===== config.mk =====
export PLATFORM = sky130hd
export DESIGN_NAME = reg_bank_avalon_interface
export DESIGN_NICKNAME = d
export VERILOG_FILES = /design/src/rtl/reg_bank_avalon_interface.sv
export SDC_FILE = /design/constraint.sdc
export NUM_CORES = 1
export LEC_CHECK = 0
export BUFFER_PORTS_ARGS = -buffer_cell sky130_fd_sc_hd__buf_2
export CORE_ASPECT_RATIO = 1.5
export CORE_MARGIN = 2
export CORE_UTILIZATION = 40
export DETAILED_ROUTE_END_ITERATION = 10
export PLACE_DENSITY = 0.68
export SYNTH_ARGS = -nofsm -noshare
export SYNTH_HDL_FRONTEND = slang
export SYNTH_SLANG_ARGS = --single-unit

===== constraint.sdc =====
create_clock -name clock -period 2.21 [get_ports clock]
set_input_delay 0 -clock clock [delete_from_list [all_inputs] [get_ports clock]]
set_output_delay 0 -clock clock [all_outputs]
set_load 0.01 [all_outputs]

===== src/rtl/reg_bank_avalon_interface.sv =====
// Avalon-MM slave register bank with byte-lane writes, read latency 1, per-register write strobes and a flat export bus.
// Optional shadow/commit mode for atomic export updates: define REGBANK_SHADOW_EN.
module reg_bank_avalon_interface #(
    parameter int unsigned       DATA_W    = 16,
    parameter int unsigned       NUM_REGS  = 4,
    parameter int unsigned       ADDR_W    = 3,
    parameter logic [DATA_W-1:0] RESET_VAL = '0
) (
    input  logic                         clock,
    input  logic                         reset,
    input  logic [ADDR_W-1:0]            address,
    input  logic                         chipselect,
    input  logic                         write,
    input  logic                         read,
    input  logic [DATA_W/8-1:0]          byteenable,
    input  logic [DATA_W-1:0]            writedata,
    output logic [DATA_W-1:0]            readdata,
    output logic [NUM_REGS-1:0]          wr_pulse,
    output logic [NUM_REGS*DATA_W-1:0]   Q_export
);

    localparam int unsigned NUM_BYTES = DATA_W / 8;

    logic [DATA_W-1:0]   regs_q [NUM_REGS];
    logic [DATA_W-1:0]   regs_d [NUM_REGS];
    logic [DATA_W-1:0]   rd_data_q, rd_data_d;
    logic [NUM_REGS-1:0] wr_pulse_q, wr_pulse_d;
    logic [DATA_W-1:0]   rd_val_c;
    logic                wr_acc_c, rd_acc_c, in_range_c;

`ifdef REGBANK_SHADOW_EN
    logic [DATA_W-1:0]   live_q [NUM_REGS];
    logic [DATA_W-1:0]   live_d [NUM_REGS];
    logic                pending_q, pending_d;
`endif

    assign wr_acc_c   = chipselect & write;
    assign rd_acc_c   = chipselect & read;
    assign in_range_c = (address < ADDR_W'(NUM_REGS));

    // Read mux sees pre-write register state, so same-cycle read+write returns the old value.
    always_comb begin
        rd_val_c = '0;
        for (int unsigned i = 0; i < NUM_REGS; i++) begin
            if (address == ADDR_W'(i)) begin
                rd_val_c = regs_q[i];
            end
        end
`ifdef REGBANK_SHADOW_EN
        if (address == ADDR_W'(NUM_REGS)) begin
            rd_val_c = {{(DATA_W-1){1'b0}}, pending_q};
        end
`endif
    end

    // Next-state: byte-lane merge, strobes, readback capture and (shadow mode) commit.
    always_comb begin
        regs_d     = regs_q;
        wr_pulse_d = '0;
        rd_data_d  = rd_data_q;
`ifdef REGBANK_SHADOW_EN
        live_d     = live_q;
        pending_d  = pending_q;
`endif
        for (int unsigned i = 0; i < NUM_REGS; i++) begin
            if (wr_acc_c && (address == ADDR_W'(i))) begin
                for (int unsigned b = 0; b < NUM_BYTES; b++) begin
                    if (byteenable[b]) begin
                        regs_d[i][b*8 +: 8] = writedata[b*8 +: 8];
                    end
                end
                wr_pulse_d[i] = |byteenable;
            end
        end
`ifdef REGBANK_SHADOW_EN
        if (wr_acc_c && in_range_c && (|byteenable)) begin
            pending_d = 1'b1;
        end
        if (wr_acc_c && (address == ADDR_W'(NUM_REGS)) && byteenable[0] && writedata[0]) begin
            live_d    = regs_q;
            pending_d = 1'b0;
        end
`endif
        if (rd_acc_c) begin
            rd_data_d = in_range_c ? rd_val_c :
`ifdef REGBANK_SHADOW_EN
                        rd_val_c;
`else
                        '0;
`endif
        end
    end

    always_ff @(posedge clock or posedge reset) begin
        if (reset) begin
            for (int unsigned i = 0; i < NUM_REGS; i++) begin
                regs_q[i] <= RESET_VAL;
            end
            rd_data_q  <= '0;
            wr_pulse_q <= '0;
        end else begin
            regs_q     <= regs_d;
            rd_data_q  <= rd_data_d;
            wr_pulse_q <= wr_pulse_d;
        end
    end

`ifdef REGBANK_SHADOW_EN
    always_ff @(posedge clock or posedge reset) begin
        if (reset) begin
            for (int unsigned i = 0; i < NUM_REGS; i++) begin
                live_q[i] <= RESET_VAL;
            end
            pending_q <= 1'b0;
        end else begin
            live_q    <= live_d;
            pending_q <= pending_d;
        end
    end
`endif

    assign readdata = rd_data_q;
    assign wr_pulse = wr_pulse_q;

    for (genvar g = 0; g < NUM_REGS; g++) begin : g_export
`ifdef REGBANK_SHADOW_EN
        assign Q_export[g*DATA_W +: DATA_W] = live_q[g];
`else
        assign Q_export[g*DATA_W +: DATA_W] = regs_q[g];
`endif
    end

endmodule


==> results of run 1 <==
power by group through the flow:
stage / registers [mW] / clock network [mW] / logic [mW]
2_1_floorplan: 2.13 / 0 / 0.420
3_3_place_gp: 2.03 / 0 / 0.923
3_5_place_dp: 2.04 / 0 / 0.948
4_1_cts: 2.01 / 1.50 / 0.972
5_1_grt: 2.05 / 1.57 / 1.04
6_report: 2.01 / 1.47 / 0.953
final timing paths:
path	endpoint	depth (start not counted)	startpoint
max reg2reg	readdata[14]$_DFFE_PP0P_	2	Q_export[30]$_DFFE_PP0P_
min in group asynchronous	Q_export[43]$_DFFE_PP0P_	3	reset
min reg2reg	readdata[7]$_DFFE_PP0P_	1	readdata[7]$_DFFE_PP0P_
max	Q_export[48]$_DFFE_PP0P_	4	address[0]
max in group asynchronous	wr_pulse[2]$_DFF_PP0_	4	reset
min	wr_pulse[3]$_DFF_PP0_	3	chipselect
registers in the layout (all words and copies together), names as in the netlist:
register and cells:
readdata 16, wr_pulse 4, Q_export 64
final cells by class:
cell class / count / area, sq um
flip-flops and latches: 84 / 2100
fillers: 745 / 4060
clock buffers: 12 / 256
multi-input cells: 117 / 1420
repair buffers: 130 / 758
inverters: 1 / 5.00
clock inverters: 2 / 35.0
well taps: 110 / 138
worst max-delay path, delay by kind of cell:
kind | cells | cell delay [ns]
and+or+nand+nor | 2 | 0.66
muxes | 1 | 0.40
buffers and inverters | 1 | 0.43
kinds of logic after synthesis:
kind of cell | after synthesis
DFF | 84
muxes | 80
and+or+nand+nor | 19
AOI/OAI and AO/OA | 18
buffers and inverters | 8
Yosys cell counts (all sizes together):
cell	count	share of area
a22o	16	0.039
nand4	4	0.014
mux2	64	0.20
nor2b	1	0.0017
a21oi	2	0.0028
buf	6	0.015
nor2	6	0.014
and2	1	0.0017
clkbuf	1	0.0010
nand4b	2	0.013
nand2b	1	0.0017
mux4	16	0.10
dfrtp	84	0.59
nand2	4	0.0042
inv	1	0.0010
routing by layer:
layer	track usage	vias up
met5	0	-
met4	0.0604	0
met3	0.0391	10
met2	0.314	94
met1	0.230	1206
li1	-	1067
timing repair:
item	CTS	global route
hold endpoints to repair	107	0
hold buffers	17	0
resized for setup	0	0
stage by stage:
step,hold WS [ns],setup WS (ns)
after detailed placement,0.160,0.529
after global routing,0.0643,0.789
final,0.0338,0.912
after CTS,0.0275,0.874
after floorplan,0.151,0.0449
after global placement,0.159,0.574
==> results.cfg, run 1 <==
[detailed_routing]
route.met3.wl_microns = 564
wl_per_cell_microns = 18.5
drt_iter0_markers = 83
wl_met2_mm = 4.41
drc = 0
wirelength_mm = 8.44
vias_per_cell = 5.21
top_layer = met4
vias = 2377
drtAntennaViolNets = 0
wl_met1_mm = 3.35
firstDrtPassIters = 4

[cts]
cts_tree = built
cts-root-buf = clkbuf_16
cts_max_level = 3
clkSlewWorstSetupHoldPaths_ns = 0.06
cts.path.max_buffers = 2
cts_setup_buffers = 0
clkSinkCount = 84
clk_latency_ns = 0.32
numCtsBuffers = 9

[global_routing]
antenna_found_initial = 0
grt_pass1_wl_mm = 13.3
grt_pass1_vias = 2503
grt-ovfl-total = 0
grt_max_degree = 45
track_usage = 0.184

[power]
p_leak_nw = 2.42
pwr-share-comb = 0.215
internal_power_mw = 3.26
switching_share = 0.265
p_switching_mw = 1.17
power.density_nw_per_um2 = 941
peakVddDrop_v = 0.000530
pwr-share-clk = 0.332
power_mw = 4.44
pwr-share-seq = 0.453

[placement]
dp_cells = 425
gp_congestion = 0.786
hpwl_mm = 6.00
io_buffers = 109
placed_area_sq_um = 4250

[min_path]
min_path_type = primary input to flip-flop

[sta]
rsz0062_at_grt = false
slew_viol_final = 0
period_share = 0.588
finalHoldViolations = 0
fmax_ghz = 0.770
fin_skew_ns = 0.00401
fin_tns_setup_ns = 0
period_needed_ns = 1.30
worst_pin_slew_ns = 0.778
max-slew-margin-rel = 0.481
setup_viol = 0

[logic_synthesis]
synth-compound-area-share = 0.0419
ys_ff_latch = 84
synth_mux_area_frac = 0.304
synth_xor_area_frac = 0
synth_area_sq_um = 3580
syn_nets = 235
synth_adder_area_share = 0
syn_area_per_cell_sq_um = 17.1
synthCells = 209
synth_top_family_by_area = multiplexers
synth-simple-area-share = 0.0506
synth.distinct_cells = 21
ys_warn_count = 0
ys_seq_area_frac = 0.587

[worst_setup_path]
cp.required_ns = 2.42
slowest_delay_ns = 0.45
cp_cell_sequence = buf_2 > nand4b_4 > nor2_2 > mux2_2
r2r_slack_ns = 0.98
start_kind = primary input
worst_setup_path_end_kind = flip-flop
critical_path_class = primary input to flip-flop
worstPathMaxFanout = 14
critical_path_arrival_ns = 1.51
critical-path-slowest-cell = nor2_2

[layout]
finalCoreUtilization = 0.537
area.growth.synth_to_final_pct = 31.6
final_cells = 456
layout_common_cells = buf_2, dfrtp_1, mux2_2, dlygate4sd3_1, a22o_1
finalNetCount = 369
stdcell_area_sq_um = 4710
diodes = 0
drive_above_1_share = 0.624
final_common_cell = buf_2

[outcome]
status = completed

[die]
ios = 110
initial_utilization = 0.408
std_cell_rows = 42
die_area_sq_um = 9750
dieHeight_microns = 120
core-area_sq_um = 8780
chipWidth_microns = 81.3

[job]
drv_cap = 0
(Power assumes the default switching activity.)
==> run 2, diff against run 1 <==
- PLACE_DENSITY: 0.68 -> 0.66
- clock period: 2.21 -> 1.31 ns (I/O delays scaled with it)
==> results.cfg, run 2 (synthesis results as in run 1) <==
[cts]
cts.path.max_buffers = 2
hold_buffers = 17
clk_latency_ns = 0.33
cts-root-buf = clkbuf_16
cts_setup_buffers = 0
numCtsBuffers = 9
clkSlewWorstSetupHoldPaths_ns = 0.06
cts_tree = built
cts_max_level = 3
ctsResizeCount = 0
clkSinkCount = 84

[outcome]
status = completed

[global_routing]
grt_max_degree = 85
grt-ovfl-total = 0
antenna_found_initial = 0
grt_pass1_wl_mm = 13.6
track_usage = 0.189
grt_pass1_vias = 2603

[worst_setup_path]
worstPathMaxFanout = 3
cp.required_ns = 1.53
slowest_delay_ns = 0.52
r2r-start = Q_export[31]$_DFFE_PP0P_
critical_path_class = flip-flop to flip-flop
crit_path_end = readdata[15]$_DFFE_PP0P_
start_kind = flip-flop
critical_path_arrival_ns = 1.46
worst_setup_path_end_kind = flip-flop
cp-startpoint = Q_export[31]$_DFFE_PP0P_
r2r_slack_ns = 0.07
cp_cell_sequence = mux4_1 > a22o_1
critical-path-slowest-cell = mux4_1
worstReg2RegEnd = readdata[15]$_DFFE_PP0P_
reg2regPathDepth = 2

[placement]
gp_congestion = 0.741
io_buffers = 109
hpwl_mm = 6.07
placed_area_sq_um = 4410

[detailed_routing]
firstDrtPassIters = 4
wirelength_mm = 8.43
wl_per_cell_microns = 18.0
drtAntennaViolNets = 0
drt_iter0_markers = 55
drc = 0
vias = 2419
vias_per_cell = 5.17

[power]
switching_share = 0.270
internal_power_mw = 5.46
peakVddDrop_v = 0.000903
pwr-share-seq = 0.455
pwr-share-clk = 0.328
p_leak_nw = 2.50
pwr-share-comb = 0.217
p_switching_mw = 2.02
power.density_nw_per_um2 = 1530

[sta]
worst_pin_slew_ns = 0.452
period_needed_ns = 1.24
slew_viol_final = 0
fmax_ghz = 0.810
rsz0062_at_grt = false
period_share = 0.943
finalHoldViolations = 0
fin_skew_ns = 0.00456
max-slew-margin-rel = 0.699
setup_viol = 0

[min_path]
min_path_type = primary input to flip-flop
min-delay-start = chipselect

[die]
initial_utilization = 0.408
chipWidth_microns = 81.3
die_area_sq_um = 9750
core-area_sq_um = 8780
std_cell_rows = 42
ios = 110
dieHeight_microns = 120

[layout]
diodes = 0
seq_area_sq_um = 2100
stdcell_area_sq_um = 4870
drive_above_1_share = 0.640
area.growth.synth_to_final_pct = 36.0
largest_reg_flops = 64
finalCoreUtilization = 0.555
n_fill_cell = 723
final_common_cell = buf_2
finalNetCount = 379
layout_common_cells = buf_2, dfrtp_1, mux2_2, dlygate4sd3_1, a22o_1
multi_input_area_sq_um = 1420

[job]
drv_cap = 0
run 2: metrics by stage:
stage          setup TNS (ns)  total power, mW  setup slack [ns]  instances  hold slack (ns)
2_1_floorplan               0             4.30             0.103        209            0.151
3_3_place_gp                0             5.01            0.0396        435            0.159
3_5_place_dp          -0.0299             5.05           -0.0135        435            0.161
4_1_cts                     0             7.58            0.0794        468           0.0134
5_1_grt                     0             7.89            0.0388        468           0.0320
6_report                    0             7.48            0.0749        468           0.0265
run 2: area by class of cell:
cell class | count | area share
Timing Repair Buffer | 140 | 0.186
Clock buffer | 13 | 0.0575
Sequential cell | 84 | 0.431
Clock inverter | 3 | 0.00385
Multi-Input combinational cell | 117 | 0.291
Inverter | 1 | 0.00154
Tap cell | 110 | 0.0282
run 2: how the worst min path moves through the flow:
stage	to	slack [ns]	cells past startpoint
floorplan	Q_export[0]$_DFFE_PP0P_	0.15	1
global placement	readdata[6]$_DFFE_PP0P_	0.16	3
detailed placement	Q_export[32]$_DFFE_PP0P_	0.16	3
CTS	wr_pulse[3]$_DFF_PP0_	0.01	3
global route	wr_pulse[3]$_DFF_PP0_	0.03	3
finish	wr_pulse[3]$_DFF_PP0_	0.03	3
run 2: layer usage:
metal,global-route usage,share of wire,routed length [microns],up-vias
met1,0.230,0.40,3370,1229
met4,0.0900,0.018,150,0
met5,0,0,0,-
met2,0.314,0.52,4410,93
li1,-,-,-,1087
met3,0.0406,0.059,493,10
run 2: critical path: cells and delay by family (launching register included):
family / cells / cell delay, ns
multiplexers: 1 / 0.52
flip-flops: 1 / 0.40
AO/OA/AOI/OAI: 1 / 0.21
run 2: power groups by stage:
stage               combinational (mW)  clock, mW  sequential (mW)
floorplan                        0.710          0             3.59
global placement                  1.58          0             3.43
detailed placement                1.61          0             3.44
global route                      1.77       2.65             3.46
CTS                               1.65       2.52             3.40
finish                            1.62       2.45             3.40
==> run 3, diff against run 2 <==
- CORE_UTILIZATION: 40 -> 48
- GPL_ROUTABILITY_DRIVEN: default -> 0
- PLACE_DENSITY: 0.66 -> 0.76
==> results.cfg, run 3 (synthesis results as in run 1) <==
[outcome]
status = completed

[layout]
n_fill_cell = 574
area.growth.synth_to_final_pct = 33.9
finalCoreUtilization = 0.664
finalNetCount = 379
diodes = 0
final_common_cell = buf_2
largest_reg_flops = 64
layout_common_cells = buf_2, dfrtp_1, mux2_2, dlygate4sd3_1, a22o_1
drive_above_1_share = 0.637

[detailed_routing]
wirelength_mm = 8.15
vias_per_cell = 5.41
drt_iter0_markers = 111
drtAntennaViolNets = 0
drc = 0
wl_per_cell_microns = 17.8
firstDrtPassIters = 4
vias = 2480

[sta]
setup_viol = 0
rsz0062_at_grt = false
fin_tns_setup_ns = 0
fin_skew_ns = 0.0112
period_share = 0.925
finalHoldViolations = 0
period_needed_ns = 1.21
worst_pin_slew_ns = 0.784
fmax_ghz = 0.826
slew_viol_final = 0
finalWorstSetupSlack_ns = 0.0989
max-slew-margin-rel = 0.475
hold_ws_ns = 0.0243

[die]
initial_utilization = 0.496
die_area_sq_um = 8190
core-area_sq_um = 7230
std_cell_rows = 38
dieHeight_microns = 110
chipWidth_microns = 74.5
ios = 110

[worst_setup_path]
critical-path-slowest-cell = mux4_2
path_delay_family = multiplexers
cp_cell_sequence = mux4_2 > a22o_1
critical_path_class = flip-flop to flip-flop
worstPathMaxFanout = 3
critical_path_arrival_ns = 1.45
slowest_delay_ns = 0.48
cp.required_ns = 1.55
worst_setup_path_end_kind = flip-flop
critPathBufInv = 0
start_kind = flip-flop
r2r_slack_ns = 0.1

[cts]
cts_tree = built
cts_max_level = 3
hold_buffers = 18
cts.path.max_buffers = 2
clkSlewWorstSetupHoldPaths_ns = 0.08
clkSinkCount = 84
clk_latency_ns = 0.35
cts-root-buf = clkbuf_8
numCtsBuffers = 9
ctsResizeCount = 0
cts_setup_buffers = 0

[power]
power.density_nw_per_um2 = 1520
power_mw = 7.31
p_leak_nw = 2.47
peakVddDrop_v = 0.000993

[global_routing]
grt_pass1_vias = 2511
antenna_found_initial = 0
grt-ovfl-total = 0
grt_pass1_wl_mm = 12.6
track_usage = 0.209
grt_max_degree = 85

[placement]
io_buffers = 109
post-place-ws_ns = -0.0369
hpwl_mm = 5.73

[min_path]
min_path_type = primary input to flip-flop

[job]
drv_cap = 0
[run 3: worst register-to-register path, stage by stage (launching register included)]
cell and delay (ns):
dfrtp_1 0.41, mux4_2 0.48, a22o_1 0.22
[run 3: through the flow]
step,cells,instance area [sq um]
2_1_floorplan,209,3590
3_3_place_gp,424,4360
3_5_place_dp,424,4360
4_1_cts,458,4800
5_1_grt,458,4800
6_report,458,4800
[run 3: layout make-up]
class	instances	area [sq um]	share of cell area
clock buffers	11	151	0.0315
repair buffers	140	886	0.185
multi-input cells	117	1420	0.296
well taps	100	125	0.0261
flip-flops and latches	84	2100	0.438
clock inverters	5	108	0.0224
inverters	1	7.51	0.00156
[run 3: where the power goes]
| group | internal (mW) | switching, mW | total (mW) |
|---|---|---|---|
| Sequential | 3.05 | 0.338 | 3.39 |
| Clock | 1.38 | 0.914 | 2.29 |
| Combinational | 0.906 | 0.719 | 1.63 |
[run 3: final timing paths]
kind / endpoint / start / cells after the start
worst max-delay path: readdata[6]$_DFFE_PP0P_ / Q_export[38]$_DFFE_PP0P_ / 2
worst min-delay path: wr_pulse[1]$_DFF_PP0_ / byteenable[0] / 3
worst max register to register: readdata[6]$_DFFE_PP0P_ / Q_export[38]$_DFFE_PP0P_ / 2
worst min register to register: readdata[7]$_DFFE_PP0P_ / readdata[7]$_DFFE_PP0P_ / 1
max in group asynchronous: Q_export[9]$_DFFE_PP0P_ / reset / 4
min in group asynchronous: Q_export[22]$_DFFE_PP0P_ / reset / 4
[run 3: routing by layer]
metal | wire (microns) | GRT usage | up-vias
met2 | 4160 | 0.359 | 94
met1 | 3400 | 0.258 | 1284
met4 | 89 | 0.0625 | 0
met5 | 0 | 0 | -
li1 | - | - | 1091
met3 | 493 | 0.0504 | 11
